<file path="config.mk">
export PLATFORM = sky130hd
export DESIGN_NAME = fifo_drain_arb
export DESIGN_NICKNAME = d
export VERILOG_FILES = /design/src/rtl/fifo_drain_arb.sv
export SDC_FILE = /design/constraint.sdc
export NUM_CORES = 1
export LEC_CHECK = 0
export ABC_AREA = 1
export CAP_MARGIN = 10
export CORE_MARGIN = 3
export CORE_UTILIZATION = 30
export CTS_CLUSTER_DIAMETER = 100
export DETAILED_ROUTE_END_ITERATION = 8
export HOLD_SLACK_MARGIN = 0.08
export PLACE_DENSITY = 0.64
export SYNTH_ARGS = -nofsm -noshare
export SYNTH_HDL_FRONTEND = slang
export SYNTH_SLANG_ARGS = --single-unit
</file>
<file path="constraint.sdc">
create_clock -name clk -period 1.9 [get_ports clk]
set_input_delay 0.475 -clock clk [delete_from_list [all_inputs] [get_ports clk]]
set_output_delay 0.475 -clock clk [all_outputs]
set_load 0.05 [all_outputs]
</file>
<file path="src/rtl/fifo_drain_arb.sv">
// Round-robin drain arbiter for several FIFO read ports.
// Each grant pops up to 2**BURSTBITS words from one channel into a single registered
// valid/ready output stream. The FIFO underflow flags are collected into a sticky error.
module fifo_drain_arb #(
  parameter int unsigned NCHAN     = 4,
  parameter int unsigned CHANBITS  = 2,
  parameter int unsigned DATAWIDTH = 18,
  parameter int unsigned BURSTBITS = 3
) (
  input  logic                       clk,
  input  logic                       reset_l,
  input  logic                       enable,
  input  logic [NCHAN-1:0]           fifo_ne,
  input  logic [NCHAN*DATAWIDTH-1:0] fifo_rd_data,
  input  logic [NCHAN-1:0]           fifo_unf,
  output logic [NCHAN-1:0]           fifo_re,
  output logic [DATAWIDTH-1:0]       out_data,
  output logic [CHANBITS-1:0]        out_chan,
  output logic                       out_valid,
  input  logic                       out_ready,
  output logic                       busy,
  output logic                       err
);

  localparam int unsigned CntW = BURSTBITS + 1;
  localparam logic [CntW-1:0] BurstLen = CntW'(1) << BURSTBITS;

  typedef enum logic [0:0] {StIdle, StBurst} state_e;

  state_e               state_q, state_d;
  logic [CHANBITS-1:0]  ptr_q, ptr_d;
  logic [CHANBITS-1:0]  grant_q, grant_d;
  logic [CntW-1:0]      count_q, count_d;
  logic [DATAWIDTH-1:0] data_q;
  logic [CHANBITS-1:0]  chan_q;
  logic                 valid_q;
  logic                 err_q;

  logic [CHANBITS-1:0]  sel;
  logic                 found;
  logic [CHANBITS-1:0]  grant_next;
  logic                 ne_g;
  logic [DATAWIDTH-1:0] head;
  logic                 can_load;
  logic                 pop;

  // Pick the first non-empty channel at or above ptr, then wrap around to the bottom.
  always_comb begin
    found = 1'b0;
    sel   = '0;
    for (int unsigned i = 0; i < NCHAN; i++) begin
      if (!found && fifo_ne[i] && (CHANBITS'(i) >= ptr_q)) begin
        found = 1'b1;
        sel   = CHANBITS'(i);
      end
    end
    for (int unsigned i = 0; i < NCHAN; i++) begin
      if (!found && fifo_ne[i]) begin
        found = 1'b1;
        sel   = CHANBITS'(i);
      end
    end
  end

  // Select the not-empty flag and the head word of the granted channel.
  always_comb begin
    ne_g = 1'b0;
    head = '0;
    for (int unsigned i = 0; i < NCHAN; i++) begin
      if (grant_q == CHANBITS'(i)) begin
        ne_g = fifo_ne[i];
        head = fifo_rd_data[i*DATAWIDTH +: DATAWIDTH];
      end
    end
  end

  // Shared pop qualifiers. Popping is allowed only when the output slot is free or is
  // draining in this same cycle.
  always_comb begin
    grant_next = (grant_q == CHANBITS'(NCHAN - 1)) ? '0 : grant_q + CHANBITS'(1);
    can_load   = !valid_q || out_ready;
    pop        = (state_q == StBurst) && ne_g && can_load;
  end

  // State register: arbitration state, pointer, grant and burst count.
  always_ff @(posedge clk or negedge reset_l) begin
    if (!reset_l) begin
      state_q <= StIdle;
      ptr_q   <= '0;
      grant_q <= '0;
      count_q <= '0;
    end else begin
      state_q <= state_d;
      ptr_q   <= ptr_d;
      grant_q <= grant_d;
      count_q <= count_d;
    end
  end

  // Next-state logic. A burst ends on the BurstLen-th pop or when the granted FIFO runs dry.
  always_comb begin
    state_d = state_q;
    ptr_d   = ptr_q;
    grant_d = grant_q;
    count_d = count_q;
    unique case (state_q)
      StIdle: begin
        if (enable && found) begin
          grant_d = sel;
          count_d = '0;
          state_d = StBurst;
        end
      end
      StBurst: begin
        if (!ne_g) begin
          state_d = StIdle;
          ptr_d   = grant_next;
        end else if (pop) begin
          count_d = count_q + CntW'(1);
          if (count_q + CntW'(1) == BurstLen) begin
            state_d = StIdle;
            ptr_d   = grant_next;
          end
        end
      end
      default: state_d = StIdle;
    endcase
  end

  // Output decode. The pop strobe is one-hot on the granted channel.
  always_comb begin
    fifo_re = '0;
    for (int unsigned i = 0; i < NCHAN; i++) begin
      if (pop && (grant_q == CHANBITS'(i))) fifo_re[i] = 1'b1;
    end
    busy = (state_q == StBurst);
  end

  // Output register. A pop reloads it, and an accept without a pop empties it.
  always_ff @(posedge clk or negedge reset_l) begin
    if (!reset_l) begin
      data_q  <= '0;
      chan_q  <= '0;
      valid_q <= 1'b0;
    end else if (pop) begin
      data_q  <= head;
      chan_q  <= grant_q;
      valid_q <= 1'b1;
    end else if (valid_q && out_ready) begin
      valid_q <= 1'b0;
    end
  end

  // Sticky underflow error. Only reset clears it.
  always_ff @(posedge clk or negedge reset_l) begin
    if (!reset_l) begin
      err_q <= 1'b0;
    end else if (|fifo_unf) begin
      err_q <= 1'b1;
    end
  end

  assign out_data  = data_q;
  assign out_chan  = chan_q;
  assign out_valid = valid_q;
  assign err       = err_q;

endmodule

</file>
=== After elaboration in Yosys (flattened, before gate mapping) ===
Index checks and enable logic that the tools add are counted.

* Order comparisons: 4
* Bitwise logic cells: 1
* Reductions and logical operators: 34
* Eq/ne operators: 9
* $add $sub $neg: 2
* Mux-type cells: 42

{| class="wikitable"
|+ Operators with widths
! kind !! number
|-
| 18-bit two-way mux || 4
|-
| 1-bit two-way mux || 23
|-
| 2-bit two-way mux || 10
|-
| 1-bit logical AND || 19
|-
| 4-bit two-way mux || 3
|-
| 1-bit zero test || 8
|-
| 2-bit by 1-bit inequality test with 1-bit output (second input constant) || 4
|-
| 4-bit one-hot mux with 2 select lines || 1
|-
| 3-bit AND reduction || 2
|-
| 4-bit by 1-bit adder with 4-bit output (second input constant) || 1
|-
| 2-bit equality test (second input constant) || 2
|-
| 4-bit equality test (second input constant) || 1
|-
| 1-bit by 2-bit greater-or-equal comparator with 1-bit output (first input constant) || 2
|-
| 2-bit greater-or-equal comparator (first input constant) || 2
|-
| 4-bit OR reduction || 1
|-
| 2-bit by 1-bit adder with 2-bit output (second input constant) || 1
|-
| 2-bit by 1-bit equality test with 1-bit output (second input constant) || 1
|-
| 2-bit zero test || 1
|-
| 2-bit inequality test (second input constant) || 1
|-
| 1-bit one-hot mux with 2 select lines || 1
|-
| 2-bit AND reduction || 1
|-
| 2-bit nonzero test || 1
|-
| 1-bit logical OR || 1
|-
| 1-bit NOT || 1
|}

* Register bits: 31
* Logic and storage cells: 100
* Output and inout bits: 27
* Input bits: 84

=== Logic depth before layout (Yosys ltp) ===
* Depth after elaboration: 30
* Depth in mapped cells: 12
* Mapped depth without buffers: 11

=== Worst setup path after synthesis ===
Ideal clock, no wire load.

* Kind: register -> output
* Start: register grant_q[0]
* End: output port fifo_re[0]
* Path buffers: 2
* Stages on the path, launching flop included: 11
* Arrival time: 1998 ps
* Slack: -573 ps
* Cells stage by stage: dfrtp_1 inv_1 ha_1 buf_2 a21oi_2 nand2_1 nand2_1 nand2_2 nand3_4 buf_2 nor2_1

* Word-level cells in the longest chain between the ends: 9

{| class="wikitable"
|+ Ends and longest elaborated chain
! what !! line !! source
|-
| start: declaration || 32 || <nowiki>logic [CHANBITS-1:0] grant_q, grant_d;</nowiki>
|-
| start signal: assignment || 95 || <nowiki>grant_q <= grant_d;</nowiki>
|-
| 2-bit zero test || 70, 134 ||
|-
| 1-bit two-way mux (4 in a row) || 70 || <nowiki>if (grant_q == CHANBITS'(i)) begin</nowiki>
|-
| 1-bit logical AND (2 in a row) || 82 || <nowiki>pop = (state_q == StBurst) && ne_g && can_load;</nowiki>
|-
| 1-bit logical AND * || 134 || <nowiki>if (pop && (grant_q == CHANBITS'(i))) fifo_re[i] = 1'b1;</nowiki>
|-
| 1-bit two-way mux * || 134 ||
|-
| end: declaration || 16 || <nowiki>output logic [NCHAN-1:0] fifo_re,</nowiki>
|}

Every way passes the cells marked *; elsewhere a longest branch is shown, timed or not.

=== Worst setup path after layout ===
* Start: register grant_q[0]
* End: output port fifo_re[3]

* Word-level cells in the longest chain between the ends: 9

{| class="wikitable"
|+ Ends and longest elaborated chain
! what !! line
|-
| 2-bit zero test || 70
|-
| 1-bit two-way mux (4 in a row) || 70
|-
| 1-bit logical AND (2 in a row) || 82
|-
| 1-bit logical AND * || 134
|-
| 1-bit two-way mux * || 134
|}

Marks and branches as above.

==> flow_summary_export.csv <==
group,metric,value,unit
setup_path,cpMaxStageDelayCell,"dfrtp_2",
timing,finalSetupViolations,22,
pwr,switchingPower,0.00306,W
floorplanning,die_area,8010,µm²
route,ant_nets,0,
logic_synthesis,syn_area,2090,µm²
pwr,p_leak,1.75,nW
floorplanning,rows,29,
grt,use_met2,26.9,%
grt,grt_antenna_before_repair,0,
timing,maxSlewHeadroom,72.4,%
route,first_pass_iters,4,
route,drt_iter0_drc,120,
timing,finalHoldViolCount,0,
timing,fin_crit,2.28,ns
route,via_per_inst,4.39,
job,cap_violations,0,
timing,finalCritPeriodShare,120,%
setup_path,cp_slowest_stage_delay,0.47,ns
cts,cts_buffer_depth,2,
floorplanning,io_pins,111,
placement,dp_hpwl,5590,µm
pwr,internal-power,0.00305,W
pwr,pwr-share-comb,69.9,%
setup_path,cp-end-kind,"primary output",
placement,gp_congestion,0.831,
placement,numPortBuffers,110,
timing,fmax,439,MHz
grt,grt_pass1_wl,10600,µm
timing,setup_ws,-0.380,ns
cts,cts_tree,"done",
cts,cts_root_buf,"clkbuf_8",
setup_path,path_delay_family,"simple AND/OR/NAND/NOR gates",
setup_path,cp_data_required_time,1.42,ns
pwr,switching_share,50.0,%
finish,area_growth,75.9,%
setup_path,crit_fanout,6,
route,wl_per_cell,12.5,µm
cts,clk_latency,0.28,ns
floorplanning,start_util,31.8,%
setup_path,cpMostUsedCell,"nand2_1",
logic_synthesis,yosysSeqAreaShare,37.1,%
logic_synthesis,synth_cell_types,25,
finish,nets,536,
logic_synthesis,syn_inst,311,
cts,cts_buffers,5,
grt,grt_max_degree,39,
logic_synthesis,syn_area_per_cell,6.72,µm²
timing,slew_viol_final,0,
grt,grt_overflow,0,
floorplanning,dieWidth,89.5,µm
logic_synthesis,synth_ff_type,"dfrtp_1",
cts,h-tree-depth,2,
timing,fin_tns_setup,-2.98,ns
pwr,p_per_area,1660,nW/µm²
finish,utilization,56.0,%
setup_path,crit_path_start_kind,"flop",
logic_synthesis,synth_fp_nets,400,
placement,post-place-ws,-0.307,ns
cts,hold_buffers,0,
timing,tightest_slew,0.413,ns
logic_synthesis,synth-warning-count,0,
worst_hold_path,hold_path.class,"flop to flop",
logic_synthesis,async_flop_share,100,%
timing,rsz0062_at_grt,"true",
setup_path,critPathArrivalTime,1.80,ns
finish,antenna_cells,0,
floorplanning,core,6570,µm²
timing,clock_skew,0.00426,ns
grt,grt_pass1_vias,2252,
grt,track_usage,17.0,%
logic_synthesis,synth_seq_cells,31,
finish,drive_gt1_share,21.7,%
setup_path,crit_buf_inv,3,
route,vias,2376,
setup_path,critPathKind,"flop to primary output",
floorplanning,die_h,89.5,µm
route,drc,0,
placement,dpl-instance-area,3510,µm²
route,wl,6770,µm
logic_synthesis,synth-edff-count,0,
grt,use_met3,4.06,%
cts,clock-sinks,31,
cts,path_clk_slew,0.06,ns
pwr,finalPower,0.00611,W
grt,top_usage_layer,"met2",
grt,grt_util_met1,23.5,%
pwr,ir_drop,0.835,mV
run_status,status,"finished, violations left",
pwr,p_clk_share,10.9,%
pwr,seqPwrFrac,19.3,%
setup_path,path_cells,"inv_4 > ha_4 > buf_6 > a21oi_2 > nand2_1 > nand2_1 > nand2_2 > nand3_4 > nor2_4 > buf_12",
run_status,violations,"setup timing",
finish,design_area,3680,µm²
[state kept, by name, indices dropped and copies added (netlist names)]
register	count
grant_q	2
err	1
count_q	4
out_chan	2
ptr_q	2
busy	1
out_data	18
out_valid	1
[cell type report]
type,count,area [µm²]
clock buffer,6,82.6
fill,635,2890
sequential,31,778
tap,93,116
inverter,16,67.6
timing repair buffer,145,1380
clock inverter,2,35.0
multi-input combinational,248,1220
[cells by family after synthesis]
group / count (synthesis) / synth area share [%]
AO/OA/AOI/OAI: 64 / 16.5
adder cells (fa/ha/maj): 5 / 2.99
buffers and inverters: 32 / 8.14
flip-flops: 31 / 37.1
AND/OR/NAND/NOR: 179 / 35.3
[cells in the mapped netlist (2+ instances only)]
cell type | number | area (µm²)
buf_6 | 4 | 45.0
buf_4 | 2 | 15.0
ha_1 | 5 | 62.6
clkbuf_1 | 4 | 15.0
nand3_1 | 8 | 40.0
buf_2 | 6 | 30.0
a21oi_1 | 20 | 100
o21ai_0 | 30 | 150
nand2_2 | 3 | 18.8
a21oi_2 | 2 | 17.5
dfrtp_1 | 31 | 776
nand4_1 | 3 | 18.8
o21ai_1 | 10 | 50.1
nor2_1 | 14 | 52.6
nand2_1 | 146 | 548
inv_1 | 14 | 52.6
[tightest hold or removal path, cell delays in order (launching register included)]
cell and delay (ns):
dfrtp_1 0.34, nor3_1 0.04, nand2_1 0.05
[through the flow]
| stage | instances | hold WS [ns] |
|---|---|---|
| CTS | 540 | 0.473 |
| global placement | 530 | 0.458 |
| finish | 541 | 0.465 |
| floorplan | 311 | 0.179 |
| detailed placement | 530 | 0.458 |
| global route | 541 | 0.492 |
[path summary, 6_finish.rpt]
check | start | end | slack, ns | cells past startpoint
min | err | err | 0.47 | 2
max in group asynchronous | reset_l | out_data[17] | 0.84 | 2
min in group asynchronous | reset_l | count_q[0] | 0.49 | 1
max | grant_q[0] | fifo_re[3] | -0.38 | 10
min reg2reg | err | err | 0.47 | 2
max reg2reg | grant_q[0] | out_data[17] | -0.10 | 12
[placed cells by master, fill, tap and decap left out, types with 2 or more instances in the layout]
cell type	n
nand2_1	145
nand3_2	2
ha_1	2
o21ai_1	10
a21oi_1	20
a21oi_2	2
nand2_2	4
inv_1	10
ha_4	3
dfrtp_2	2
nor2_1	10
o21ai_0	29
clkdlybuf4s50_1	83
buf_12	6
nor2_4	4
inv_2	4
clkbuf_8	6
dfrtp_1	29
nand4_1	3
nand3_1	7
buf_4	55
[layer usage]
layer | vias to the layer above | wire, µm
li1 | 1269 | -
met1 | 1020 | 3170
met2 | 81 | 3100
met3 | 6 | 430
met4 | 0 | 70
met5 | - | 0
[power groups by stage]
stage	Combinational, W	Clock, W	Sequential [W]
3_5_place_dp	0.00412	0	0.00118
6_report	0.00427	0.000663	0.00118
3_3_place_gp	0.00409	0	0.00117
4_1_cts	0.00422	0.000678	0.00118
2_1_floorplan	0.00202	0	0.00183
5_1_grt	0.00469	0.000714	0.00122
[what timing repair did]
item | in CTS | in global routing
setup buffers | 2 | 2
gates resized for setup | 4 | 6
pin swaps | 5 | 9
setup endpoints to repair | 22 | 27
Power figures use the tool's default switching activity.
